[src/rtl/enc_16x4_scan_pkg.sv]
// Shared widths, FSM encoding and picker helpers for the 16x4 scan encoder
// and any sibling encoder/decoder pairs.
package enc_16x4_scan_pkg;

  localparam int VEC_W  = 16;
  localparam int CODE_W = 4;
  localparam int HALF_W = 8;

  typedef enum logic [1:0] {
    IDLE = 2'd0,
    SCAN = 2'd1,
    ZERO = 2'd2
  } state_e;

  // True when exactly one bit of v is set (popcount == 1).
  function automatic logic is_pop1(input logic [VEC_W-1:0] v);
    return (v != '0) && ((v & (v - VEC_W'(1))) == '0);
  endfunction

  // 8x3 priority picker: lowest set index, or highest when msb_first.
  function automatic logic [2:0] pick8(input logic [HALF_W-1:0] v, input logic msb_first);
    logic [2:0] c;
    c = '0;
    if (msb_first) begin
      for (int i = 0; i < HALF_W; i++) if (v[i]) c = 3'(i);
    end else begin
      for (int i = HALF_W-1; i >= 0; i--) if (v[i]) c = 3'(i);
    end
    return c;
  endfunction

endpackage

[src/rtl/pri_pick_16x4.sv]
// Combinational 16x4 priority picker built from two 8x3 halves; the half
// select bit becomes the code MSB.
module pri_pick_16x4
  import enc_16x4_scan_pkg::*;
#(
  parameter bit MSB_FIRST = 1'b0
) (
  input  logic [VEC_W-1:0]  mask_i,
  output logic [CODE_W-1:0] code_o,
  output logic              any_o,
  output logic              single_o
);

  logic       lo_any, hi_any, sel_hi;
  logic [2:0] lo_code, hi_code;

  assign lo_any  = |mask_i[HALF_W-1:0];
  assign hi_any  = |mask_i[VEC_W-1:HALF_W];
  assign lo_code = pick8(mask_i[HALF_W-1:0], MSB_FIRST);
  assign hi_code = pick8(mask_i[VEC_W-1:HALF_W], MSB_FIRST);

  // Upper half wins when scanning downward and it has a bit, or when
  // scanning upward and the lower half is empty.
  assign sel_hi   = MSB_FIRST ? hi_any : !lo_any;
  assign code_o   = {sel_hi, sel_hi ? hi_code : lo_code};
  assign any_o    = lo_any | hi_any;
  assign single_o = is_pop1(mask_i);

endmodule

[src/rtl/enc_16x4_scan.sv]
// Sequential 16-to-4 encoder: accepts a request vector and emits the index of
// each set bit, one registered beat per cycle, in priority order.
module enc_16x4_scan
  import enc_16x4_scan_pkg::*;
#(
  parameter bit MSB_FIRST = 1'b0,
  parameter bit ZERO_BEAT = 1'b1
) (
  input  logic              clk,
  input  logic              rst_n,
  input  logic              in_valid,
  output logic              in_ready,
  input  logic [VEC_W-1:0]  in_D,
  output logic              out_valid,
  input  logic              out_ready,
  output logic [CODE_W-1:0] out_code,
  output logic              out_last,
  output logic              out_zero
);

  state_e              state_q;
  logic [VEC_W-1:0]    mask_q;
  logic                in_ready_q, out_valid_q, out_last_q, out_zero_q;
  logic [CODE_W-1:0]   out_code_q;

  logic                beat_acc;
  logic [VEC_W-1:0]    mask_clr, pick_in;
  logic [CODE_W-1:0]   pk_code;
  logic                pk_any, pk_single;

  // In IDLE the picker looks at in_D so the zero test needs no extra logic;
  // during a scan it looks ahead at the mask left after the current beat.
  always_comb begin
    beat_acc = out_valid_q && out_ready;
    mask_clr = mask_q & ~(VEC_W'(1) << out_code_q);
    if (state_q == IDLE) pick_in = in_D;
    else                 pick_in = beat_acc ? mask_clr : mask_q;
  end

  pri_pick_16x4 #(.MSB_FIRST(MSB_FIRST)) u_pick (
    .mask_i   (pick_in),
    .code_o   (pk_code),
    .any_o    (pk_any),
    .single_o (pk_single)
  );

  always_ff @(posedge clk or negedge rst_n) begin
    if (!rst_n) begin
      state_q     <= IDLE;
      mask_q      <= '0;
      in_ready_q  <= 1'b1;
      out_valid_q <= 1'b0;
      out_code_q  <= '0;
      out_last_q  <= 1'b0;
      out_zero_q  <= 1'b0;
    end else begin
      case (state_q)
        IDLE: begin
          out_valid_q <= 1'b0;
          if (in_valid && in_ready_q) begin
            mask_q <= in_D;
            if (pk_any) begin
              state_q    <= SCAN;
              in_ready_q <= 1'b0;
            end else if (ZERO_BEAT) begin
              state_q    <= ZERO;
              in_ready_q <= 1'b0;
            end
          end
        end
        SCAN: begin
          if (beat_acc) mask_q <= mask_clr;
          if (beat_acc && out_last_q) begin
            state_q     <= IDLE;
            in_ready_q  <= 1'b1;
            out_valid_q <= 1'b0;
            out_last_q  <= 1'b0;
          end else begin
            // Under backpressure this reloads the same pick of an unchanged mask.
            out_valid_q <= 1'b1;
            out_code_q  <= pk_code;
            out_last_q  <= pk_single;
            out_zero_q  <= 1'b0;
          end
        end
        ZERO: begin
          if (beat_acc) begin
            state_q     <= IDLE;
            in_ready_q  <= 1'b1;
            out_valid_q <= 1'b0;
            out_last_q  <= 1'b0;
            out_zero_q  <= 1'b0;
          end else begin
            out_valid_q <= 1'b1;
            out_code_q  <= '0;
            out_last_q  <= 1'b1;
            out_zero_q  <= 1'b1;
          end
        end
        default: state_q <= IDLE;
      endcase
    end
  end

  assign in_ready  = in_ready_q;
  assign out_valid = out_valid_q;
  assign out_code  = out_code_q;
  assign out_last  = out_last_q;
  assign out_zero  = out_zero_q;

endmodule

[config.mk]
export PLATFORM = sky130hd
export DESIGN_NAME = enc_16x4_scan
export DESIGN_NICKNAME = d
export VERILOG_FILES = /design/src/rtl/enc_16x4_scan_pkg.sv /design/src/rtl/pri_pick_16x4.sv /design/src/rtl/enc_16x4_scan.sv
export SDC_FILE = /design/constraint.sdc
export NUM_CORES = 1
export LEC_CHECK = 0
export ABC_AREA = 1
export BUFFER_PORTS_ARGS = -buffer_cell sky130_fd_sc_hd__buf_4
export CAP_MARGIN = 30
export CORE_MARGIN = 5
export CORE_UTILIZATION = 45
export DETAILED_ROUTE_END_ITERATION = 8
export HOLD_SLACK_MARGIN = 0.12
export SYNTH_ARGS = -nofsm -noshare
export SYNTH_HDL_FRONTEND = slang
export SYNTH_SLANG_ARGS = --single-unit
[constraint.sdc]
create_clock -name clk -period 2.1 [get_ports clk]
set_input_delay 0.105 -clock clk [delete_from_list [all_inputs] [get_ports clk]]
set_output_delay 0.105 -clock clk [all_outputs]
set_load 0.05 [all_outputs]
==> out/qor.csv <==
metric,value,unit
status,completed,
Mapped Cells,371,
Worst-Skew Late Latency,0.28,ns
detailed placer's ending HPWL,5360,µm
initial antenna violation count,0,
hold path cells,3,
post-layout util,64.2,%
Worst Path Required,2.31,ns
cell family with most CP delay,simple AND/OR/NAND/NOR gates,
Via Count,2633,
Min-Delay Endpoint,mask_q[3],
Fmax achieved,487,MHz
Netlist cell types,33,
DRT iter0 DRCs,206,
WL/cell,14.3,µm
CP max stage delay,0.40,ns
Slowest cell on crit path,dfrtp_1,
fin area,3240,µm²
core area,5040,µm²
dpl cell area,2730,µm²
die width,81.4,µm
final WL,7300,µm
clock-pin slew on the worst setup and hold paths,0.10,ns
Pre-antenna DRT Iters,4,
clk_skew,0.00653,ns
vias in the first global route,2366,
Die Ht,81.4,µm
# nets final,464,
Fin. Hold Viols,0,
I/O pin total,28,
Worst VDD drop,0.210,mV
Synth Area per Inst,6.18,µm²
Slew headroom,73.2,%
Worst Tran Pin Value,0.401,ns
Avg Vias per Cell,5.17,
CTS sink cnt,26,
gr usage total,22.3,%
worst hold path type,input pin to flop,
worst path bufs/invs,4,
Die Footprint,6620,µm²
CP max FO,15,
aggregate global routing overflow,0,
syn nets,395,
final setup fails,0,
"reg-to-reg slack, setup",0.05,ns
I/O Buffers,27,
Crit Path Class,flop to flop,
final slew viol count,0,
CTS tree,done,
Max Cap Viol,0,
"Cell Area, Synth",2290,µm²
routability cong.,0.913,
leakage power,1.53,nW
RR Startpoint,state_q[1],
largest net degree at the start of global routing,30,
P&R area growth vs syn,41.2,%
proportion of layout cells with a drive suffix above 1,36.4,%
fin crit share,97.7,%
clock buffer count from CTS,3,
sequential-to-total area share from yosys stat,28.4,%
first-pass GRT wire length,11300,µm
"most common cell after layout, fill and taps aside",nand2_1,
ANT nets after route,0,
WP data arrival,2.26,ns
Starting Density,45.5,%
hold_sp,in_D[3],
RSZ-0062 raised after global routing,true,
pwr dens,310,nW/µm²
Syn. warnings,0,
Setup crit start kind,flop,
most frequent cells in the layout,"120 x nand2_1, 60 x buf_4, 26 x a21oi_1, 26 x o21ai_0, 26 x nand2_2",
Total Power,1.00,mW
post-layout min period,2.05,ns
H-tree depth,1,
CP most frequent cell,nand2_1,
Yosys reg bits,26,
cell chain of the critical path,inv_2 > ha_4 > inv_4 > buf_12 > buf_4 > nand3_2 > nand2_2 > nor2_4 > nand2_2 > nor2_2 > nand2_1 > nand2_1 > nand2_1 > nor2_1 > nand3_1 > a21oi_2,
Ant. Diodes,0,
Core Rows,26,
Reg2Reg Depth,16,
Max clock buf depth,2,
crit end category,flop,
root buffer cell,clkbuf_8,
RR Endpoint,out_last,
DR DRC count,0,
-- worst register-to-register path, cell delays in order, from the launching register on --
cell and delay (ns):
dfrtp_1 0.40, inv_2 0.08, ha_4 0.15, inv_4 0.06, buf_12 0.14, buf_4 0.14
nand3_2 0.07, nand2_2 0.11, nor2_4 0.14, nand2_2 0.08, nor2_2 0.09, nand2_1 0.06
nand2_1 0.07, nand2_1 0.05, nor2_1 0.11, nand3_1 0.10, a21oi_2 0.13
-- report_power, final --
group / switching [mW] / internal [mW]
logic: 0.105 / 0.0894
clock network: 0.171 / 0.136
registers: 0 / 0.500
-- flip-flops by register name (all words and copies together) (netlist names) --
name       count
out_valid      1
out_last       1
state_q        2
mask_q        16
in_ready       1
out_zero       1
out_code       4
-- cell families (layout without fill, tap and decap cells) --
| group | Yosys count | count (layout) | synth area share, % |
|---|---|---|---|
| AND/OR/NAND/NOR | 233 | 233 | 45.6 |
| AO/OA/AOI/OAI | 72 | 72 | 16.9 |
| buffers and inverters | 36 | 104 | 6.93 |
| flip-flops | 26 | 26 | 28.4 |
| adder cells (fa/ha/maj) | 4 | 4 | 2.18 |
-- layer usage --
| metal | vias to the layer above | GRT usage, % | part of all wire [%] |
|---|---|---|---|
| met3 | 12 | 2.99 | 4.8 |
| li1 | 1329 | - | - |
| met4 | 0 | 8.28 | 2.3 |
| met5 | - | 0 | 0 |
| met2 | 65 | 36.8 | 48 |
| met1 | 1227 | 29.6 | 45 |
-- through the flow --
stage | setup slack [ns] | setup TNS [ns] | cells | hold WS (ns)
after CTS | 0.00404 | 0 | 498 | 0.131
after detailed placement | -0.0396 | -0.0633 | 483 | 0.0475
after floorplan | 0.0818 | 0 | 371 | -0.191
after global placement | -0.0195 | -0.0195 | 483 | 0.0403
after global routing | -0.0967 | -0.135 | 509 | 0.158
final | 0.0486 | 0 | 509 | 0.140
-- what timing repair did --
item                                    in CTS  in global routing
cloned                                       0                  1
endpoints found under the setup margin       2                  5
hold buffers                                11                  0
resized for setup                           13                 63
pin swaps                                    2                 25
endpoints found under the hold margin       36                  0
setup buffers                                0                 10
-- cells in the mapped netlist, drive strengths merged --
library cell / n / share of area (%)
a21boi: 1 / 0.33
a21oi: 28 / 6.3
buf: 6 / 2.0
clkbuf: 5 / 0.82
clkinv: 3 / 0.55
dfrtp: 25 / 27
dfstp: 1 / 1.1
ha: 4 / 2.2
inv: 22 / 3.6
nand2: 155 / 27
nand3: 24 / 5.9
nor2: 37 / 8.2
nor3: 2 / 0.44
o21a: 2 / 0.65
o21ai: 34 / 7.4
o21bai: 1 / 0.33
o22ai: 3 / 0.82
o31ai: 2 / 0.65
o32ai: 1 / 0.38
or2: 15 / 4.1
-- cell type report --
cell class	instances	area [µm²]
multi-input cells	309	1710
well taps	70	87.6
flip-flops and latches	26	657
repair buffers	75	637
clock buffers	4	45.0
inverters	25	97.6
fillers	477	1810
-- worst max-delay path by stage --
| stage | end | slack [ns] | start | depth (start not counted) |
|---|---|---|---|---|
| after floorplan | out_last | 0.08 | out_code[2] | 16 |
| after global placement | out_last | -0.02 | out_code[2] | 15 |
| after detailed placement | out_last | -0.04 | state_q[0] | 16 |
| after CTS | out_last | 0.004 | state_q[0] | 15 |
| after global routing | out_last | -0.1 | state_q[1] | 16 |
| final | out_last | 0.05 | state_q[1] | 16 |
Power figures use the tool's default switching activity.
